<file path="config.mk">
export PLATFORM = sky130hd
export DESIGN_NAME = proc_batch_ctrl_flat
export DESIGN_NICKNAME = d
export VERILOG_FILES = /design/src/rtl/proc_batch_ctrl_if.sv /design/src/rtl/proc_batch_ctrl.sv /design/src/flat_wrapper.sv
export SDC_FILE = /design/constraint.sdc
export NUM_CORES = 1
export LEC_CHECK = 0
export CAP_MARGIN = 15
export CELL_PAD_IN_SITES_DETAIL_PLACEMENT = 0
export CELL_PAD_IN_SITES_GLOBAL_PLACEMENT = 2
export CORE_MARGIN = 2
export CORE_UTILIZATION = 28
export CTS_CLUSTER_DIAMETER = 150
export DETAILED_ROUTE_END_ITERATION = 8
export HOLD_SLACK_MARGIN = 0.06
export PLACE_DENSITY = 0.76
export REMOVE_ABC_BUFFERS = 1
export SYNTH_ARGS = -nofsm -noshare
export SYNTH_HDL_FRONTEND = slang
export SYNTH_SLANG_ARGS = --single-unit
export TNS_END_PERCENT = 30
</file>
<file path="constraint.sdc">
create_clock -name clk -period 3.9 [get_ports clk]
set_input_delay 0.585 -clock clk [delete_from_list [all_inputs] [get_ports clk]]
set_output_delay 0.585 -clock clk [all_outputs]
set_load 0.005 [all_outputs]
</file>
<file path="src/rtl/proc_batch_ctrl_if.sv">
// Bundle of command, byte-stream, processor and result signals for proc_batch_ctrl.
// master is the controller side; slave is the environment (host, source, processor).
interface proc_batch_ctrl_if;
  logic        cmd_start;
  logic [15:0] cmd_str_len;
  logic        cmd_busy;
  logic [7:0]  s_data;
  logic        s_valid;
  logic        s_last;
  logic        s_ready;
  logic        proc_start;
  logic [15:0] proc_str_len;
  logic [7:0]  proc_data;
  logic        proc_data_valid;
  logic        proc_last;
  logic        proc_match_char_next;
  logic        proc_done;
  logic        proc_match;
  logic [31:0] proc_byte_pos;
  logic [7:0]  proc_match_char;
  logic        res_valid;
  logic        res_match;
  logic        res_timeout;
  logic [31:0] res_byte_pos;
  logic [31:0] res_byte_count;
  logic [7:0]  res_char;
  logic        res_char_valid;
  logic        res_ack;

  modport master (
    input  cmd_start, cmd_str_len, s_data, s_valid, s_last, proc_done, proc_match,
           proc_byte_pos, proc_match_char, res_ack,
    output cmd_busy, s_ready, proc_start, proc_str_len, proc_data, proc_data_valid, proc_last,
           proc_match_char_next, res_valid, res_match, res_timeout, res_byte_pos,
           res_byte_count, res_char, res_char_valid
  );

  modport slave (
    output cmd_start, cmd_str_len, s_data, s_valid, s_last, proc_done, proc_match,
           proc_byte_pos, proc_match_char, res_ack,
    input  cmd_busy, s_ready, proc_start, proc_str_len, proc_data, proc_data_valid, proc_last,
           proc_match_char_next, res_valid, res_match, res_timeout, res_byte_pos,
           res_byte_count, res_char, res_char_valid
  );
endinterface

</file>
<file path="src/rtl/proc_batch_ctrl.sv">
// Batch controller: streams bytes into a string processor, waits for its verdict with a
// timeout, reads the matched string out char by char and holds the result until acked.
module proc_batch_ctrl #(
  parameter int unsigned TIMEOUT_CYCLES = 1024
) (
  input logic                clk,
  input logic                reset,
  proc_batch_ctrl_if.master  bus
);

  typedef enum logic [2:0] {StIdle, StStart, StStream, StDrain, StReadout, StReport} state_e;

  localparam logic [31:0] TimeoutLast = 32'(TIMEOUT_CYCLES - 1);

  state_e      state_q, state_d;
  logic [15:0] str_len_q, str_len_d;
  logic [7:0]  data_q, data_d;
  logic        data_valid_q, data_valid_d;
  logic        last_q, last_d;
  logic        match_q, match_d;
  logic        timeout_q, timeout_d;
  logic [31:0] pos_q, pos_d;
  logic [31:0] count_q, count_d;
  logic [31:0] cnt_q, cnt_d;
  logic [7:0]  char_q, char_d;
  logic        char_valid_q, char_valid_d;
  logic [12:0] n_chars;

  assign n_chars = str_len_q[15:3];

  always_comb begin
    state_d      = state_q;
    str_len_d    = str_len_q;
    data_d       = data_q;
    data_valid_d = 1'b0;
    last_d       = 1'b0;
    match_d      = match_q;
    timeout_d    = timeout_q;
    pos_d        = pos_q;
    count_d      = count_q;
    cnt_d        = cnt_q;
    char_d       = char_q;
    char_valid_d = 1'b0;
    unique case (state_q)
      StIdle: begin
        if (bus.cmd_start) begin
          str_len_d = bus.cmd_str_len;
          count_d   = '0;
          match_d   = 1'b0;
          timeout_d = 1'b0;
          state_d   = StStart;
        end
      end
      StStart: state_d = StStream;
      StStream: begin
        if (bus.s_valid) begin
          data_d       = bus.s_data;
          data_valid_d = 1'b1;
          last_d       = bus.s_last;
          count_d      = count_q + 32'd1;
          if (bus.s_last) begin
            cnt_d   = '0;
            state_d = StDrain;
          end
        end
      end
      StDrain: begin
        // A verdict in the same cycle as the timeout limit wins over the timeout.
        if (bus.proc_done) begin
          match_d = bus.proc_match;
          pos_d   = bus.proc_byte_pos;
          if (bus.proc_match && (n_chars != '0)) begin
            cnt_d   = {19'd0, n_chars};
            state_d = StReadout;
          end else begin
            state_d = StReport;
          end
        end else if (cnt_q == TimeoutLast) begin
          timeout_d = 1'b1;
          match_d   = 1'b0;
          state_d   = StReport;
        end else begin
          cnt_d = cnt_q + 32'd1;
        end
      end
      StReadout: begin
        char_d       = bus.proc_match_char;
        char_valid_d = 1'b1;
        cnt_d        = cnt_q - 32'd1;
        if (cnt_q == 32'd1) state_d = StReport;
      end
      StReport: begin
        if (bus.res_ack) state_d = StIdle;
      end
      default: state_d = StIdle;
    endcase
  end

  always_ff @(posedge clk or posedge reset) begin
    if (reset) begin
      state_q      <= StIdle;
      str_len_q    <= '0;
      data_q       <= '0;
      data_valid_q <= 1'b0;
      last_q       <= 1'b0;
      match_q      <= 1'b0;
      timeout_q    <= 1'b0;
      pos_q        <= '0;
      count_q      <= '0;
      cnt_q        <= '0;
      char_q       <= '0;
      char_valid_q <= 1'b0;
    end else begin
      state_q      <= state_d;
      str_len_q    <= str_len_d;
      data_q       <= data_d;
      data_valid_q <= data_valid_d;
      last_q       <= last_d;
      match_q      <= match_d;
      timeout_q    <= timeout_d;
      pos_q        <= pos_d;
      count_q      <= count_d;
      cnt_q        <= cnt_d;
      char_q       <= char_d;
      char_valid_q <= char_valid_d;
    end
  end

  assign bus.cmd_busy             = (state_q != StIdle);
  assign bus.s_ready              = (state_q == StStream);
  assign bus.proc_start           = (state_q == StStart);
  assign bus.proc_match_char_next = (state_q == StReadout);
  assign bus.res_valid            = (state_q == StReport);
  assign bus.proc_str_len         = str_len_q;
  assign bus.proc_data            = data_q;
  assign bus.proc_data_valid      = data_valid_q;
  assign bus.proc_last            = last_q;
  assign bus.res_match            = match_q;
  assign bus.res_timeout          = timeout_q;
  assign bus.res_byte_pos         = pos_q;
  assign bus.res_byte_count       = count_q;
  assign bus.res_char             = char_q;
  assign bus.res_char_valid       = char_valid_q;

endmodule

</file>
<file path="src/flat_wrapper.sv">
// flat-port wrapper written by rule: the top's interface ports become plain ports
module proc_batch_ctrl_flat 
#(
  parameter int unsigned TIMEOUT_CYCLES = 1024
)
  (clk, reset, bus_cmd_start, bus_cmd_str_len, bus_s_data, bus_s_valid, bus_s_last, bus_proc_done, bus_proc_match, bus_proc_byte_pos, bus_proc_match_char, bus_res_ack, bus_cmd_busy, bus_s_ready, bus_proc_start, bus_proc_str_len, bus_proc_data, bus_proc_data_valid, bus_proc_last, bus_proc_match_char_next, bus_res_valid, bus_res_match, bus_res_timeout, bus_res_byte_pos, bus_res_byte_count, bus_res_char, bus_res_char_valid);
  proc_batch_ctrl_if bus_i ();
  input logic clk;
  input logic reset;
  input wire logic [$bits(bus_i.cmd_start)-1:0] bus_cmd_start;
  input wire logic [$bits(bus_i.cmd_str_len)-1:0] bus_cmd_str_len;
  input wire logic [$bits(bus_i.s_data)-1:0] bus_s_data;
  input wire logic [$bits(bus_i.s_valid)-1:0] bus_s_valid;
  input wire logic [$bits(bus_i.s_last)-1:0] bus_s_last;
  input wire logic [$bits(bus_i.proc_done)-1:0] bus_proc_done;
  input wire logic [$bits(bus_i.proc_match)-1:0] bus_proc_match;
  input wire logic [$bits(bus_i.proc_byte_pos)-1:0] bus_proc_byte_pos;
  input wire logic [$bits(bus_i.proc_match_char)-1:0] bus_proc_match_char;
  input wire logic [$bits(bus_i.res_ack)-1:0] bus_res_ack;
  output wire logic [$bits(bus_i.cmd_busy)-1:0] bus_cmd_busy;
  output wire logic [$bits(bus_i.s_ready)-1:0] bus_s_ready;
  output wire logic [$bits(bus_i.proc_start)-1:0] bus_proc_start;
  output wire logic [$bits(bus_i.proc_str_len)-1:0] bus_proc_str_len;
  output wire logic [$bits(bus_i.proc_data)-1:0] bus_proc_data;
  output wire logic [$bits(bus_i.proc_data_valid)-1:0] bus_proc_data_valid;
  output wire logic [$bits(bus_i.proc_last)-1:0] bus_proc_last;
  output wire logic [$bits(bus_i.proc_match_char_next)-1:0] bus_proc_match_char_next;
  output wire logic [$bits(bus_i.res_valid)-1:0] bus_res_valid;
  output wire logic [$bits(bus_i.res_match)-1:0] bus_res_match;
  output wire logic [$bits(bus_i.res_timeout)-1:0] bus_res_timeout;
  output wire logic [$bits(bus_i.res_byte_pos)-1:0] bus_res_byte_pos;
  output wire logic [$bits(bus_i.res_byte_count)-1:0] bus_res_byte_count;
  output wire logic [$bits(bus_i.res_char)-1:0] bus_res_char;
  output wire logic [$bits(bus_i.res_char_valid)-1:0] bus_res_char_valid;
  assign bus_i.cmd_start = bus_cmd_start;
  assign bus_i.cmd_str_len = bus_cmd_str_len;
  assign bus_i.s_data = bus_s_data;
  assign bus_i.s_valid = bus_s_valid;
  assign bus_i.s_last = bus_s_last;
  assign bus_i.proc_done = bus_proc_done;
  assign bus_i.proc_match = bus_proc_match;
  assign bus_i.proc_byte_pos = bus_proc_byte_pos;
  assign bus_i.proc_match_char = bus_proc_match_char;
  assign bus_i.res_ack = bus_res_ack;
  assign bus_cmd_busy = bus_i.cmd_busy;
  assign bus_s_ready = bus_i.s_ready;
  assign bus_proc_start = bus_i.proc_start;
  assign bus_proc_str_len = bus_i.proc_str_len;
  assign bus_proc_data = bus_i.proc_data;
  assign bus_proc_data_valid = bus_i.proc_data_valid;
  assign bus_proc_last = bus_i.proc_last;
  assign bus_proc_match_char_next = bus_i.proc_match_char_next;
  assign bus_res_valid = bus_i.res_valid;
  assign bus_res_match = bus_i.res_match;
  assign bus_res_timeout = bus_i.res_timeout;
  assign bus_res_byte_pos = bus_i.res_byte_pos;
  assign bus_res_byte_count = bus_i.res_byte_count;
  assign bus_res_char = bus_i.res_char;
  assign bus_res_char_valid = bus_i.res_char_valid;
  proc_batch_ctrl #(.TIMEOUT_CYCLES(TIMEOUT_CYCLES)) u_core (.clk(clk), .reset(reset), .bus(bus_i));
endmodule
</file>
==> results of run 1 <==
[routing by layer]
| layer | up-vias | track usage | share of wire |
|---|---|---|---|
| li1 | 3231 | - | - |
| met1 | 3320 | 0.253 | 0.48 |
| met2 | 218 | 0.266 | 0.45 |
| met3 | 26 | 0.0435 | 0.062 |
| met4 | 0 | 0.0571 | 0.016 |
| met5 | - | 0 | 0 |
[synth_stat cells (3+ instances only)]
cell type,count,share of area
a21o_1,6,0.0060
and3_1,12,0.010
a311oi_1,4,0.0047
o22ai_1,5,0.0042
a31o_2,5,0.0058
o21ai_0,29,0.019
ha_1,4,0.0067
clkbuf_1,49,0.025
or2_2,3,0.0025
a221o_1,3,0.0040
a22oi_1,4,0.0040
o31a_1,5,0.0058
nor2_1,63,0.032
a211oi_1,3,0.0030
buf_2,12,0.0080
and2_1,10,0.0083
a31oi_1,16,0.013
nor3_1,33,0.022
a2111oi_0,3,0.0035
o41ai_1,3,0.0035
nor4_1,29,0.024
a221oi_1,4,0.0047
a41oi_1,9,0.011
or4_1,10,0.010
o211ai_1,3,0.0030
nand4_1,19,0.016
inv_1,29,0.014
nand2b_1,3,0.0025
dfrtp_1,136,0.45
or3_1,11,0.0092
nand3_1,28,0.019
a2bb2oi_1,3,0.0035
mux2_2,59,0.089
a21oi_1,19,0.013
a32oi_1,6,0.0070
xnor2_1,25,0.029
and4_1,13,0.015
o31ai_1,11,0.011
nand2_1,60,0.030
buf_1,4,0.0020
xor2_1,6,0.0070
a41o_1,3,0.0040
[cells by family (layout without fill, tap and decap cells)]
group	after synthesis	in the layout
simple gates	306	306
compound gates	156	156
flops	136	136
buf+inv	96	257
mux	61	61
xor+xnor	31	31
fa+ha+maj	4	4
[final timing paths]
| kind | startpoint | endpoint | slack (ns) | cells past startpoint |
|---|---|---|---|---|
| max | u_core.state_q[2] | bus_proc_match_char_next | 1.05 | 4 |
| min | u_core.bus.res_char[5] | u_core.bus.res_char[5] | 0.47 | 2 |
| max reg2reg | u_core.cnt_q[1] | u_core.cnt_q[1] | 1.12 | 8 |
| min reg2reg | u_core.bus.res_char[5] | u_core.bus.res_char[5] | 0.47 | 2 |
| max in group asynchronous | reset | u_core.bus.res_byte_pos[11] | 2.49 | 3 |
| min in group asynchronous | reset | u_core.bus.proc_data[5] | 0.65 | 2 |
[power groups by stage]
stage | Sequential (uW) | Combinational, uW | Clock [uW]
CTS | 2580 | 3530 | 1810
floorplan | 2450 | 1850 | 0
global route | 2690 | 3860 | 1870
finish | 2590 | 3520 | 1770
global placement | 2580 | 3530 | 0
detailed placement | 2600 | 3510 | 0
[critical path, delay by kind of cell, from the launching register on]
kind	cells	cell delay (ns)
simple gates	1	0.36
flops	1	0.55
buf+inv	3	0.93
[stage by stage]
stage          instance area, um^2  instances
3_3_place_gp                  9600       1254
3_5_place_dp                  9600       1254
4_1_cts                      10200       1286
6_report                     10200       1286
5_1_grt                      10200       1286
2_1_floorplan                 7240        724
[area by class of cell]
class / count / share of cell area
multi-input cells: 558 / 0.365
well taps: 335 / 0.0410
clock inverters: 13 / 0.0190
flip-flops and latches: 136 / 0.333
inverters: 30 / 0.0115
clock buffers: 19 / 0.0424
repair buffers: 195 / 0.188
[registers in the layout, summed over array words and instances (netlist names), 3 cells and up]
register                   flops
u_core.bus.proc_str_len       16
u_core.cnt_q                  32
u_core.bus.res_char            8
u_core.state_q                 3
u_core.bus.proc_data           8
u_core.bus.res_byte_pos       32
u_core.bus.res_byte_count     32
==> impl_results.md, run 1 <==
* Headroom to the max-slew limit at 0.422
* Core region area at 26200 um^2
* Vias in the first global route at 6739
* Comb power frac at 0.447
* GRT Util Overall at 0.178
* Yosys cell types at 63
* Tcrit/Tclk final at 0.731
* Die Y at 168 um
* Mapped Area at 7510 um^2
* Fill cells at 2583
* Sequential share of power at 0.329
* # hold bufs at CTS at 0
* Required time worst endpoint at 3.31 ns
* Mapped Avg Cell Area at 9.50 um^2
* Maximum Capacitance Violations at 0
* Clk buf depth at 2
* Dpl hpwl at 17300 um
* Worst VDD drop at 324 uV
* Post-Synth XOR/XNOR Area at 0.0362
* Final WL at 24900 um
* Most common cell after layout, fill and taps aside: clkdlybuf4s50_1
* Initial antenna violation count at 0
* Slowest cell on the critical path: clkdlybuf4s50_1
* Grt ovf at 0
* DRC violations left at 0
* Final Hold Vio Count at 0
* Max incr delay on CP at 0.60 ns
* Die X at 168 um
* Ys flop type: dfrtp_1
* Worst skew pair latency at 0.43 ns
* Adder-cell share of the synthesized area at 0.00667
* Cell Int Power at 4760 uW
* WL/cell at 19.4 um
* Die area at 28100 um^2
* Cell Rows at 59
* Number of synthesized flops with an enable pin at 0
* Post_cts resized at 0
* Sequential Area at 3400 um^2
* CP endpoint kind: output pin
* Switch share at 0.395
* Ratio of cells with drive above 1 in the final layout at 0.129
* Initial Utilization at 0.286
* CP Launch Type: register
* Commonest cells after routing, fill and taps aside: 177 x clkdlybuf4s50_1, 136 x dfrtp_1, 61 x nor2_1
* 1st-iter DRT viols at 430
* Max H-tree Level at 4
* CTS tree: built
* Post-route setup TNS at 0 ns
* Fin util at 0.390
* First-pass GRT wire length at 39400 um
* Sw power at 3110 uW
* Unrepaired setup endpoints after global routing: no
* Post-synthesis sequential area ratio at 0.453
* Post-Synth Simple-Gate Area at 0.214
* Post-synthesis mux area share at 0.0912
* Area of the multi-input gates at 3740 um^2
* Setup ws final at 1.05 ns
* Power density cells at 770 nW/um^2
* Slew Viols, Final at 0
* Clock power share at 0.224
* Clock-pin slew on the worst setup and hold paths at 0.06 ns
* Total Power at 7870 uW
* Io pins at 178
* Main combinational cell family by area after synthesis: simple AND/OR/NAND/NOR gates
* # diodes at 0
* Routed vias at 6795
* Area growth syn-to-layout at 36.2%
* Hold Slack at 0.471 ns
* WP data arrival at 2.26 ns
* GPL Wtd Cong at 0.815
* Status: finished, final reports clean
* Inserted Clock Buffers at 17
* Final layout net count at 1014
* Post-synth ARST share at 1.00
* CTS sink cnt at 136
* Dpl ws at 0.928 ns
* Via density at 5.28
* Worst slew pin tran at 0.865 ns
* Seq cells post-synth at 136
* HP Class: reg2reg
* CP Class: reg2out
* PortBufs at 177
* Compound-gate portion of the synthesized area at 0.148
* CTS root buf: clkbuf_16
* Fmax achieved at 351 MHz
* Final setup viols at 0
* Setup Skew at 0.00970 ns
* DRT Pass-1 Iters at 5
* Synth warn at 0
* Setup bufs post-CTS at 0
* Final Critical Period at 2.85 ns
* Final ANT Viol Nets at 0
* Crit path cell chain: inv_1, or3_1, inv_2, clkdlybuf4s50_1
* Critical path peak fanout at 12
* Largest net degree at the start of global routing at 72
* Leakage at 0.00404 uW
* Mapped Cells at 790
No activity file was read; power rests on OpenSTA's default activity.
==> run 2: changes to the inputs <==
--- a/config.mk
+++ b/config.mk
@@ -9,11 +9,11 @@
 export CELL_PAD_IN_SITES_DETAIL_PLACEMENT = 0
 export CELL_PAD_IN_SITES_GLOBAL_PLACEMENT = 2
 export CORE_MARGIN = 2
-export CORE_UTILIZATION = 28
+export CORE_UTILIZATION = 31
 export CTS_CLUSTER_DIAMETER = 150
 export DETAILED_ROUTE_END_ITERATION = 8
 export HOLD_SLACK_MARGIN = 0.06
-export PLACE_DENSITY = 0.76
+export PLACE_DENSITY = 0.8
 export REMOVE_ABC_BUFFERS = 1
 export SYNTH_ARGS = -nofsm -noshare
 export SYNTH_HDL_FRONTEND = slang
==> constraint.sdc (replaced) <==
create_clock -name clk -period 2.94 [get_ports clk]
set_input_delay 0.441 -clock clk [delete_from_list [all_inputs] [get_ports clk]]
set_output_delay 0.441 -clock clk [all_outputs]
set_load 0.005 [all_outputs]
==> run 2 against run 1 <==
Net effect:
- design area grew 2.0%
- critical path depth is the same
- flip-flop and latch count stayed put
- first-iteration DRC count rose by 14%
- critical endpoint unchanged
- largest cell class unchanged
- largest power group unchanged
==> impl_results.md, run 2 (synthesis gave the netlist of run 1 again) <==
* Status: finished, final reports clean
* PortBufs at 177 (unchanged)
* Ratio of cells with drive above 1 in the final layout at 0.156 (+0.0269)
* CTS tree: built
* Initial Utilization at 0.318 (+0.0315)
* HP Class: in2async
* CP Class: reg2out
* CP endpoint kind: output pin
* Required time worst endpoint at 2.50 ns (-0.81 ns)
* Clock-pin slew on the worst setup and hold paths at 0.07 ns (about the same)
* CP Launch Type: register
* Final setup viols at 0 (unchanged)
* Grt ovf at 0 (unchanged)
* Post-route setup TNS at 0 ns (unchanged)
* GRT Util Overall at 0.196 (+0.0181)
* Setup ws final at 0.115 ns (-0.935 ns)
* Worst slew pin tran at 1.11 ns (+0.248 ns)
* DRT Pass-1 Iters at 7 (+2)
* Worst skew pair latency at 0.43 ns (about the same)
* GPL Wtd Cong at 0.823 (+0.99%)
* Critical Path Start: u_core.state_q[0]
* Final WL at 24800 um (-0.33%)
* Final Critical Period at 2.82 ns
* Worst VDD drop at 496 uV (+53%)
* Slew Viols, Final at 0 (unchanged)
* Leakage at 0.00417 uW (+3.3%)
* Initial antenna violation count at 0 (unchanged)
* Critical path peak fanout at 42 (+30)
* 1st-iter DRT viols at 491 (+14%)
* WL/cell at 19.1 um (-1.2%)
* Io pins at 178 (unchanged)
* R2r endpoint: u_core.cnt_q[5]
* Final ANT Viol Nets at 0 (unchanged)
* Final layout net count at 1042 (+2.8%)
* R2R setup slack at 0.34 ns (-0.78 ns)
* Die X at 160 um (-4.8%)
* Dpl hpwl at 17600 um (+1.3%)
* Headroom to the max-slew limit at 0.255 (-0.167)
* Area growth syn-to-layout at 38.8%
* Sequential Area at 3400 um^2 (unchanged)
* Clk buf depth at 2 (unchanged)
* Max H-tree Level at 4 (unchanged)
* Most common cell after layout, fill and taps aside: clkdlybuf4s50_1
* Largest net degree at the start of global routing at 49 (-32%)
* # diodes at 0 (unchanged)
* Design Area, Final at 10400 um^2 (+2.0%)
* CTS sink cnt at 136 (unchanged)
* # hold bufs at CTS at 0 (unchanged)
* Post_cts resized at 0 (unchanged)
* First-pass GRT wire length at 39900 um (+1.1%)
* Final Hold Vio Count at 0 (unchanged)
* Fill cells at 2325 (-10%)
* Dpl ws at 0.103 ns (-0.825 ns)
* R2R depth at 7 (-1)
* Die area at 25500 um^2 (-9.5%)
* Inserted Clock Buffers at 17 (unchanged)
* DRC violations left at 0 (unchanged)
* Placed cell areas at 9800 um^2 (+2.1%)
* Fmax achieved at 354 MHz
* Commonest cells after routing, fill and taps aside: 177 x clkdlybuf4s50_1, 136 x dfrtp_1, 61 x nor2_1
* Setup Skew at 0.0154 ns (+0.00571 ns)
* Routed vias at 6985 (+2.8%)
* CTS root buf: clkbuf_16
* Core region area at 23600 um^2 (-9.9%)
* WP data arrival at 2.38 ns (+0.12 ns)
* Unrepaired setup endpoints after global routing: no
* Maximum Capacitance Violations at 0 (unchanged)
* Die Y at 160 um (-4.8%)
* Tcrit/Tclk final at 0.961
* Area of the multi-input gates at 3740 um^2 (unchanged)
* Setup crit end: bus_proc_match_char_next
* Cell Rows at 56 (-5.1%)
* Vias in the first global route at 7075 (+5.0%)
* Setup bufs post-CTS at 0 (unchanged)
* Power density cells at 1030 nW/um^2 (+33%)
* Via density at 5.38 (+1.8%)
* Hold Slack at 0.412 ns (-0.0590 ns)
* R2r startpoint: u_core.cnt_q[1]
* Fin util at 0.441 (+0.0513)
## run 2: cell types whose count changed in the layout (fill, tap and decap cells not counted)
cell	before	now
buf_4	17	44
clkinv_4	4	3
clkinvlp_4	1	3
inv_8	0	1
bufinv_16	4	3
inv_6	4	5
clkbuf_8	0	1
clkbuf_1	2	0
buf_12	1	2
clkinv_2	1	0
## run 2: layer usage
layer	GRT usage	routed length (um)	vias to the layer above	share of wire
met3	0.0501	1890	30	0.076
met1	0.267	11300	3421	0.46
met4	0.0570	413	0	0.017
li1	-	-	3280	-
met5	0	0	-	0
met2	0.308	11200	254	0.45
## run 2: worst max-delay path, cell delays in order (launching register included)
cell and delay [ns]:
dfrtp_1 0.44, or3_1 0.43, inv_2 0.07, buf_4 0.43, clkdlybuf4s50_1 0.60
## run 2: power by group
part	switching (uW)	total (uW)	internal, uW	leakage (uW)
sequential	689	3270	2580	0.00174
combinational	2610	5140	2530	0.00213
clock	926	2300	1380	0.000296
total	4220	10700	6490	0.00417
## run 2: layout make-up
cell class | count | area share
clock buffers | 18 | 0.0421
clock inverters | 14 | 0.0178
inverters | 30 | 0.0113
multi-input cells | 558 | 0.358
flip-flops and latches | 136 | 0.327
well taps | 319 | 0.0383
repair buffers | 223 | 0.206
## run 2: worst min-delay path by stage
| stage | startpoint | end | depth (start not counted) |
|---|---|---|---|
| floorplan | u_core.cnt_q[31] | u_core.cnt_q[31] | 1 |
| finish | reset | u_core.bus.proc_data[5] | 2 |
| detailed placement | u_core.bus.res_char[3] | u_core.bus.res_char[3] | 2 |
| CTS | reset | u_core.bus.proc_data[5] | 2 |
| global placement | u_core.bus.res_char[4] | u_core.bus.res_char[4] | 2 |
| global route | reset | u_core.bus.proc_data_valid | 2 |
## run 2: per-stage QoR
step / total power, uW / cells
after floorplan: 5710 / 724
after global placement: 8420 / 1266
after detailed placement: 8420 / 1266
after CTS: 10800 / 1298
after global routing: 11400 / 1298
final: 10700 / 1298
